File: config.mk
export PLATFORM = sky130hd
export DESIGN_NAME = sub_serial
export DESIGN_NICKNAME = d
export VERILOG_FILES = /design/src/rtl/sub_serial.sv
export SDC_FILE = /design/constraint.sdc
export NUM_CORES = 1
export LEC_CHECK = 0
export CELL_PAD_IN_SITES_DETAIL_PLACEMENT = 0
export CELL_PAD_IN_SITES_GLOBAL_PLACEMENT = 1
export CORE_MARGIN = 1
export CORE_UTILIZATION = 40
export DETAILED_ROUTE_END_ITERATION = 16
export DONT_BUFFER_PORTS = 1
export PLACE_DENSITY = 0.78
export SYNTH_ARGS = -nofsm -noshare
export SYNTH_HDL_FRONTEND = slang
export SYNTH_SLANG_ARGS = --single-unit
export TNS_END_PERCENT = 100
File: constraint.sdc
create_clock -name clk -period 1.62 [get_ports clk]
set_clock_uncertainty 0.15 [all_clocks]
set_input_delay 0.486 -clock clk [delete_from_list [all_inputs] [get_ports clk]]
set_output_delay 0.486 -clock clk [all_outputs]
set_load 0.005 [all_outputs]
File: src/rtl/sub_serial.sv
// Bit-serial W-bit subtractor: a - b - b_in, LSB first, one full-subtractor step per clock.
// Optional signed overflow output enabled by defining SUB_SERIAL_OVF_EN.
module sub_serial #(
    parameter int W = 8
) (
    input  logic         clk,
    input  logic         rst,
    input  logic         start,
    input  logic [W-1:0] a,
    input  logic [W-1:0] b,
    input  logic         b_in,
    output logic         busy,
    output logic         done,
    output logic [W-1:0] diff,
    output logic         b_out
`ifdef SUB_SERIAL_OVF_EN
    ,
    output logic         ovf
`endif
);

    localparam int CW = (W > 1) ? $clog2(W) : 1;
    localparam logic [CW-1:0] LAST = CW'(W - 1);

    typedef enum logic [1:0] {IDLE, RUN, DONE} state_t;

    state_t        state_reg, state_next;
    logic [W-1:0]  a_reg, b_reg, res_reg, diff_reg;
    logic [CW-1:0] cnt_reg;
    logic          br_reg, bout_reg;
    logic          a0, b0, d, br_next, last;

    assign a0      = a_reg[0];
    assign b0      = b_reg[0];
    assign d       = a0 ^ b0 ^ br_reg;
    assign br_next = (~a0 & b0) | (~(a0 ^ b0) & br_reg);
    assign last    = (cnt_reg == LAST);

    always_ff @(posedge clk or posedge rst) begin
        if (rst) state_reg <= IDLE;
        else     state_reg <= state_next;
    end

    always_comb begin
        state_next = state_reg;
        case (state_reg)
            IDLE:    if (start) state_next = RUN;
            RUN:     if (last)  state_next = DONE;
            DONE:    state_next = IDLE;
            default: state_next = IDLE;
        endcase
    end

    always_comb begin
        busy = (state_reg == RUN);
        done = (state_reg == DONE);
    end

    always_ff @(posedge clk or posedge rst) begin
        if (rst) begin
            a_reg    <= '0;
            b_reg    <= '0;
            res_reg  <= '0;
            diff_reg <= '0;
            cnt_reg  <= '0;
            br_reg   <= 1'b0;
            bout_reg <= 1'b0;
        end else if (state_reg == IDLE && start) begin
            a_reg   <= a;
            b_reg   <= b;
            br_reg  <= b_in;
            cnt_reg <= '0;
        end else if (state_reg == RUN) begin
            a_reg   <= {1'b0, a_reg[W-1:1]};
            b_reg   <= {1'b0, b_reg[W-1:1]};
            res_reg <= {d, res_reg[W-1:1]};
            br_reg  <= br_next;
            if (last) begin
                // final bit goes straight into the published result, not via res_reg
                diff_reg <= {d, res_reg[W-1:1]};
                bout_reg <= br_next;
            end else begin
                cnt_reg <= cnt_reg + 1'b1;
            end
        end
    end

    assign diff  = diff_reg;
    assign b_out = bout_reg;

`ifdef SUB_SERIAL_OVF_EN
    logic am_reg, bm_reg, ovf_reg;

    // operand sign bits are shifted out during RUN, so keep copies from load time
    always_ff @(posedge clk or posedge rst) begin
        if (rst) begin
            am_reg  <= 1'b0;
            bm_reg  <= 1'b0;
            ovf_reg <= 1'b0;
        end else if (state_reg == IDLE && start) begin
            am_reg <= a[W-1];
            bm_reg <= b[W-1];
        end else if (state_reg == RUN && last) begin
            ovf_reg <= (am_reg != bm_reg) && (d != am_reg);
        end
    end

    assign ovf = ovf_reg;
`endif

endmodule
* After elaboration in Yosys (flattened, before gate mapping)
Cells that the tools add are included.
Widths: inputs -> output; s select.
** Cells by class
- $add $sub $neg :: 1
- Equal/unequal tests :: 6
- Muxes and demuxes :: 12
- Bitwise gates (word level) :: 8
- Reduce and logical (&&, ||, !) cells :: 7
** Operator list (number)
- $mux 8 :: 4
- $mux 3 :: 3
- $reduce_and 2->1 :: 3
- $mux 2 :: 2
- $ne 2x1->1 const B :: 2
- $pmux 2 s2 :: 1
- $add 3x1->3 const B :: 1
- $eq 3x3->1 const B :: 1
- $not 1->1 :: 3
- $reduce_and 3->1 :: 1
- $and 1x1->1 :: 2
- $eq 2x1->1 const B :: 1
- $eq 2x2->1 const B :: 1
- $logic_not 2->1 :: 1
- $mux 1 :: 2
- $ne 2x2->1 const B :: 1
- $reduce_bool 2->1 :: 1
- $xor 1x1->1 :: 2
- $logic_and 1x1->1 :: 1
- $or 1x1->1 :: 1
** Storage, ports and cells
- Register bits :: 39
- Input port bits :: 20
- Logic and storage cells :: 42

* Longest topological paths before layout
- Depth after elaboration :: 6
- Gate-level depth with buffers :: 5
- Depth with buffers taken out :: 4

* Least setup slack after synthesis
Ideal clock, no wire load.
- Kind :: register -> register
- Start :: register cnt_reg[0]
- End :: register diff_reg[0] (netlist: diff[0])
- Arrival time :: 1388 ps
- Path slack :: -42 ps
- Cell stages (with the launch flop) :: 6
- Buffers on the path :: 1
- Cells stage by stage :: dfrtp_1 -> ha_1 -> ha_1 -> nand3b_1 -> buf_4 -> mux2_2
** On the way
- Cells in the longest elaborated chain, start to end :: 2
** RTL lines
- from (decl) :: line 29 : logic [CW-1:0] cnt_reg;
- from (signal assigned) :: line 83 : cnt_reg <= cnt_reg + 1'b1;
- $eq 3x3->1 :: line 37 : assign last = (cnt_reg == LAST);
- $reduce_and 3->1 (no line)
- to (signal assigned) :: line 80 : diff_reg <= {d, res_reg[W-1:1]};
- to (decl) :: line 28 : logic [W-1:0] a_reg, b_reg, res_reg, diff_reg;
No other way between the ends.
A chain may end at the register's enable or synchronous reset.

* Worst setup path after layout
- Start :: register state_reg[1]
- End :: output busy
** On the way
- Cells in the longest elaborated chain, start to end :: 1
** RTL lines
- from (decl) :: line 27 : state_t state_reg, state_next;
- from (signal assigned) :: line 41 : else state_reg <= state_next;
- $eq 2x1->1 :: line 55 : busy = (state_reg == RUN);
- to (decl) :: line 12 : output logic busy,
No other way between the ends.

==> results.md <==
* Status: finished with violations
* Failing checks: setup timing
* Initial Util at 0.429
* Die Ht at roughly 69 microns
* # nets final at between 150 and 200
* Met3 usage at 0.0691
* Crit path time final at 1.68 ns
* Routability cong. at 0.703
* Multi-input combinational cell area at between 700 and 800 sq um
* Number of global-route vias before repair at between 1000 and 1500
* IO buf count at 0
* Worst-path clk slew at roughly 0.070 ns
* Worst-Skew Late Latency at 0.29 ns
* Mean Syn Cell Area at 12.0 sq um
* Startpoint types: flip-flop
* F_max at 594 MHz
* FILL cells at ~370
* Setup TNS after final layout at -0.0941 ns
* Unrepaired setup endpoints after global routing: yes
* Row count at 23
* DPL Wire Length at 2380 microns
* Worst R2R Setup Slack at 0.01 ns
* CP Cell Sequence: nor2b_4, buf_6
* Wire per inst at between 15 and 20 microns
* Max cap viols at 0
* Layout cell share with drive strength beyond 1 at 0.313
* Main synth FF type: dfrtp_1
* Critical Path Fanout Max at 8
* Clk sinks at 38
* DRC at 0
* Rel. slew slack at 0.690
* Pin count of the biggest net entering global routing at 39
* Combinational Power Share at 0.401
* Switch Pwr at about 1300 uW
* Vias at about 1200
* Power Total at 4160 uW
* Grt met2 use at 0.300
* Sw frac at 0.319
* Post-synth ARST share at 1.00
* Die ar. at 4720 sq um
* DR vias/cell at approximately 5.6
* Core Region at 4140 sq um
* CTS tree: done
* Register area share after synthesis at 0.534
* Crit end category: primary output
* # setup viols final at 2
* Reg power frac at 0.409
* Yosys reg bits at 38
* Ant. Diodes at 0
* # H-tree levels at 2
* Root Driver: clkbuf_8
* Crit-path slowest cell: dfrtp_2
* Pins Over Slew Limit at 0
* Worst setup path class: reg -> out
* Worst path required time at 0.98 ns
* Final worst-path cycle share at 1.04
* Area delta synth->final at 21.1%
* Detail Route Antenna Nets at 0
* Post-Syn Nets at 171
* Synthesized area at 1780 sq um
* Final wirelength at 3590 microns
* Hold Fails Final Rpt at 0
* Setup ws final at -0.0642 ns
* IO Count at 31
* WP data arrival at 1.05 ns
* Slew @ Worst Pin at 0.464 ns
* Pint at between 2000 and 3000 uW
* GR Util met1 at 0.187
* Max VDD drop at between 0.8 and 0.9 mV
* First-pass GRT wire length at 5820 microns
* Antenna violations before repair at 0
* Count of cell types in the netlist at 25
* Clk pwr share at 0.190
* CP max stage delay at 0.46 ns
* Worst hold slack at 0.0359 ns
* Layer with the highest usage: met2
* Worst R2R Path Depth at 5
* First DRT Iteration DRCs at 50
* Clock Path Buffers at 2
* Yosys Warn Count at 0
* Number of synthesized flops with an enable pin at 0
* RR Startpoint: cnt_reg[1]
* Total global-route track usage at 0.172
* Syn Inst Count at 148
* Global route overflow at 0
* Die width at approximately 70 microns
* Power Density at 1930 nW/um^2
* Reg-to-Reg End: diff[1]
* Register area at 952 sq um
* Drt first pass iters at 4
* Min-delay worst type: in -> async
* CTS Buf Count at 5
* Lkg Pwr at 0.00102 uW
## cells in the mapped netlist, types with 3 or more instances
master,number,share of area
nor3b_1,13,0.055
buf_2,4,0.011
dfrtp_1,38,0.53
mux2_2,15,0.095
a211oi_1,7,0.030
a222oi_1,3,0.017
nor4b_1,8,0.039
a221oi_1,5,0.025
nor2b_1,10,0.035
clkbuf_1,4,0.0084
inv_1,18,0.038
a211o_1,3,0.015
and3_1,3,0.011
## critical path: cells and delay by family (launching register included)
family                 cells  cell delay (ns)
buffers and inverters      1             0.15
flip-flops                 1             0.46
AND/OR/NAND/NOR            1             0.14
## logic make-up after synthesis
group,Yosys count,synth area share
compound gates,22,0.103
mux,16,0.101
fa+ha+maj,3,0.0253
flops,38,0.534
simple gates,40,0.165
buf+inv,29,0.0724
## cell type report
class                           instances  area share
Sequential cell                        38       0.442
Tap cell                               50      0.0290
Clock buffer                            5      0.0319
Multi-Input combinational cell         81       0.361
Clock inverter                          3      0.0186
Timing Repair Buffer                   21      0.0859
Inverter                               18      0.0314
## power groups by stage
stage	clock, uW	combinational [uW]	sequential (uW)
after floorplan	0	1090	1620
after global placement	0	1330	1680
after detailed placement	0	1420	1710
after CTS	801	1650	1700
after global routing	853	1870	1770
final	790	1670	1700
## metrics by stage
stage | worst slack [ns] | util | instance area [sq um] | instances
floorplan | 0.00276 | - | 1780 | 148
detailed placement | -0.0375 | 0.459 | 1900 | 201
global placement | 0.0205 | 0.459 | 1900 | 201
CTS | -0.0534 | 0.515 | 2130 | 215
global route | -0.112 | 0.520 | 2150 | 216
finish | -0.0642 | 0.520 | 2150 | 216
## worst max path at each step
stage / from / endpoint / slack (ns) / cells past startpoint
after global placement: cnt_reg[0] / diff[7] / 0.02 / 5
final: state_reg[1] / busy / -0.06 / 2
after global routing: state_reg[1] / busy / -0.11 / 2
after floorplan: cnt_reg[0] / diff[0] / 0.003 / 5
after detailed placement: cnt_reg[1] / diff[4] / -0.04 / 5
after CTS: state_reg[1] / busy / -0.05 / 2
## layer usage
| layer | wire, microns | part of all wire | vias up |
|---|---|---|---|
| met4 | 62 | 0.017 | 0 |
| met2 | 1840 | 0.51 | 32 |
| met3 | 222 | 0.062 | 8 |
| met1 | 1470 | 0.41 | 608 |
| met5 | 0 | 0 | - |
| li1 | - | - | 562 |
## cell usage in the layout, fill, tap and decap left out
cell type  synthesis  final
nor3b_1           13     13
nand3b_1           1      1
mux2_2            15      7
clkbuf_8           0      5
nand2b_1           2      2
dfrtp_1           38     37
buf_4              2     17
ha_2               0      1
a22o_1             2      2
mux2i_1            1      1
and3_1             3      3
nor2b_1           10      8
a211oi_1           7      7
inv_1             18     18
a222oi_1           3      3
a221oi_1           5      4
buf_12             0      1
nor4b_2            0      1
a211o_1            3      3
fa_1               1      1
buf_8              0      1
nor4bb_2           0      1
a221oi_2           0      1
nor4b_1            8      7
nor4bb_1           2      1
ha_4               0      1
nor2_1             1      1
buf_6              1      2
clkinv_2           0      2
mux2_4             0      8
nor2b_4            0      2
dfrtp_2            0      1
a21oi_1            1      1
o21bai_1           1      1
bufinv_16          0      1
## what timing repair did
item / CTS / global route
pin swaps: 2 / 2
hold buffers: 0 / 0
gates resized for setup: 20 / 2
buffers inserted: 6 / 1
setup endpoints to repair: 11 / 14
Note: power is estimated with default switching activity, not from simulation.
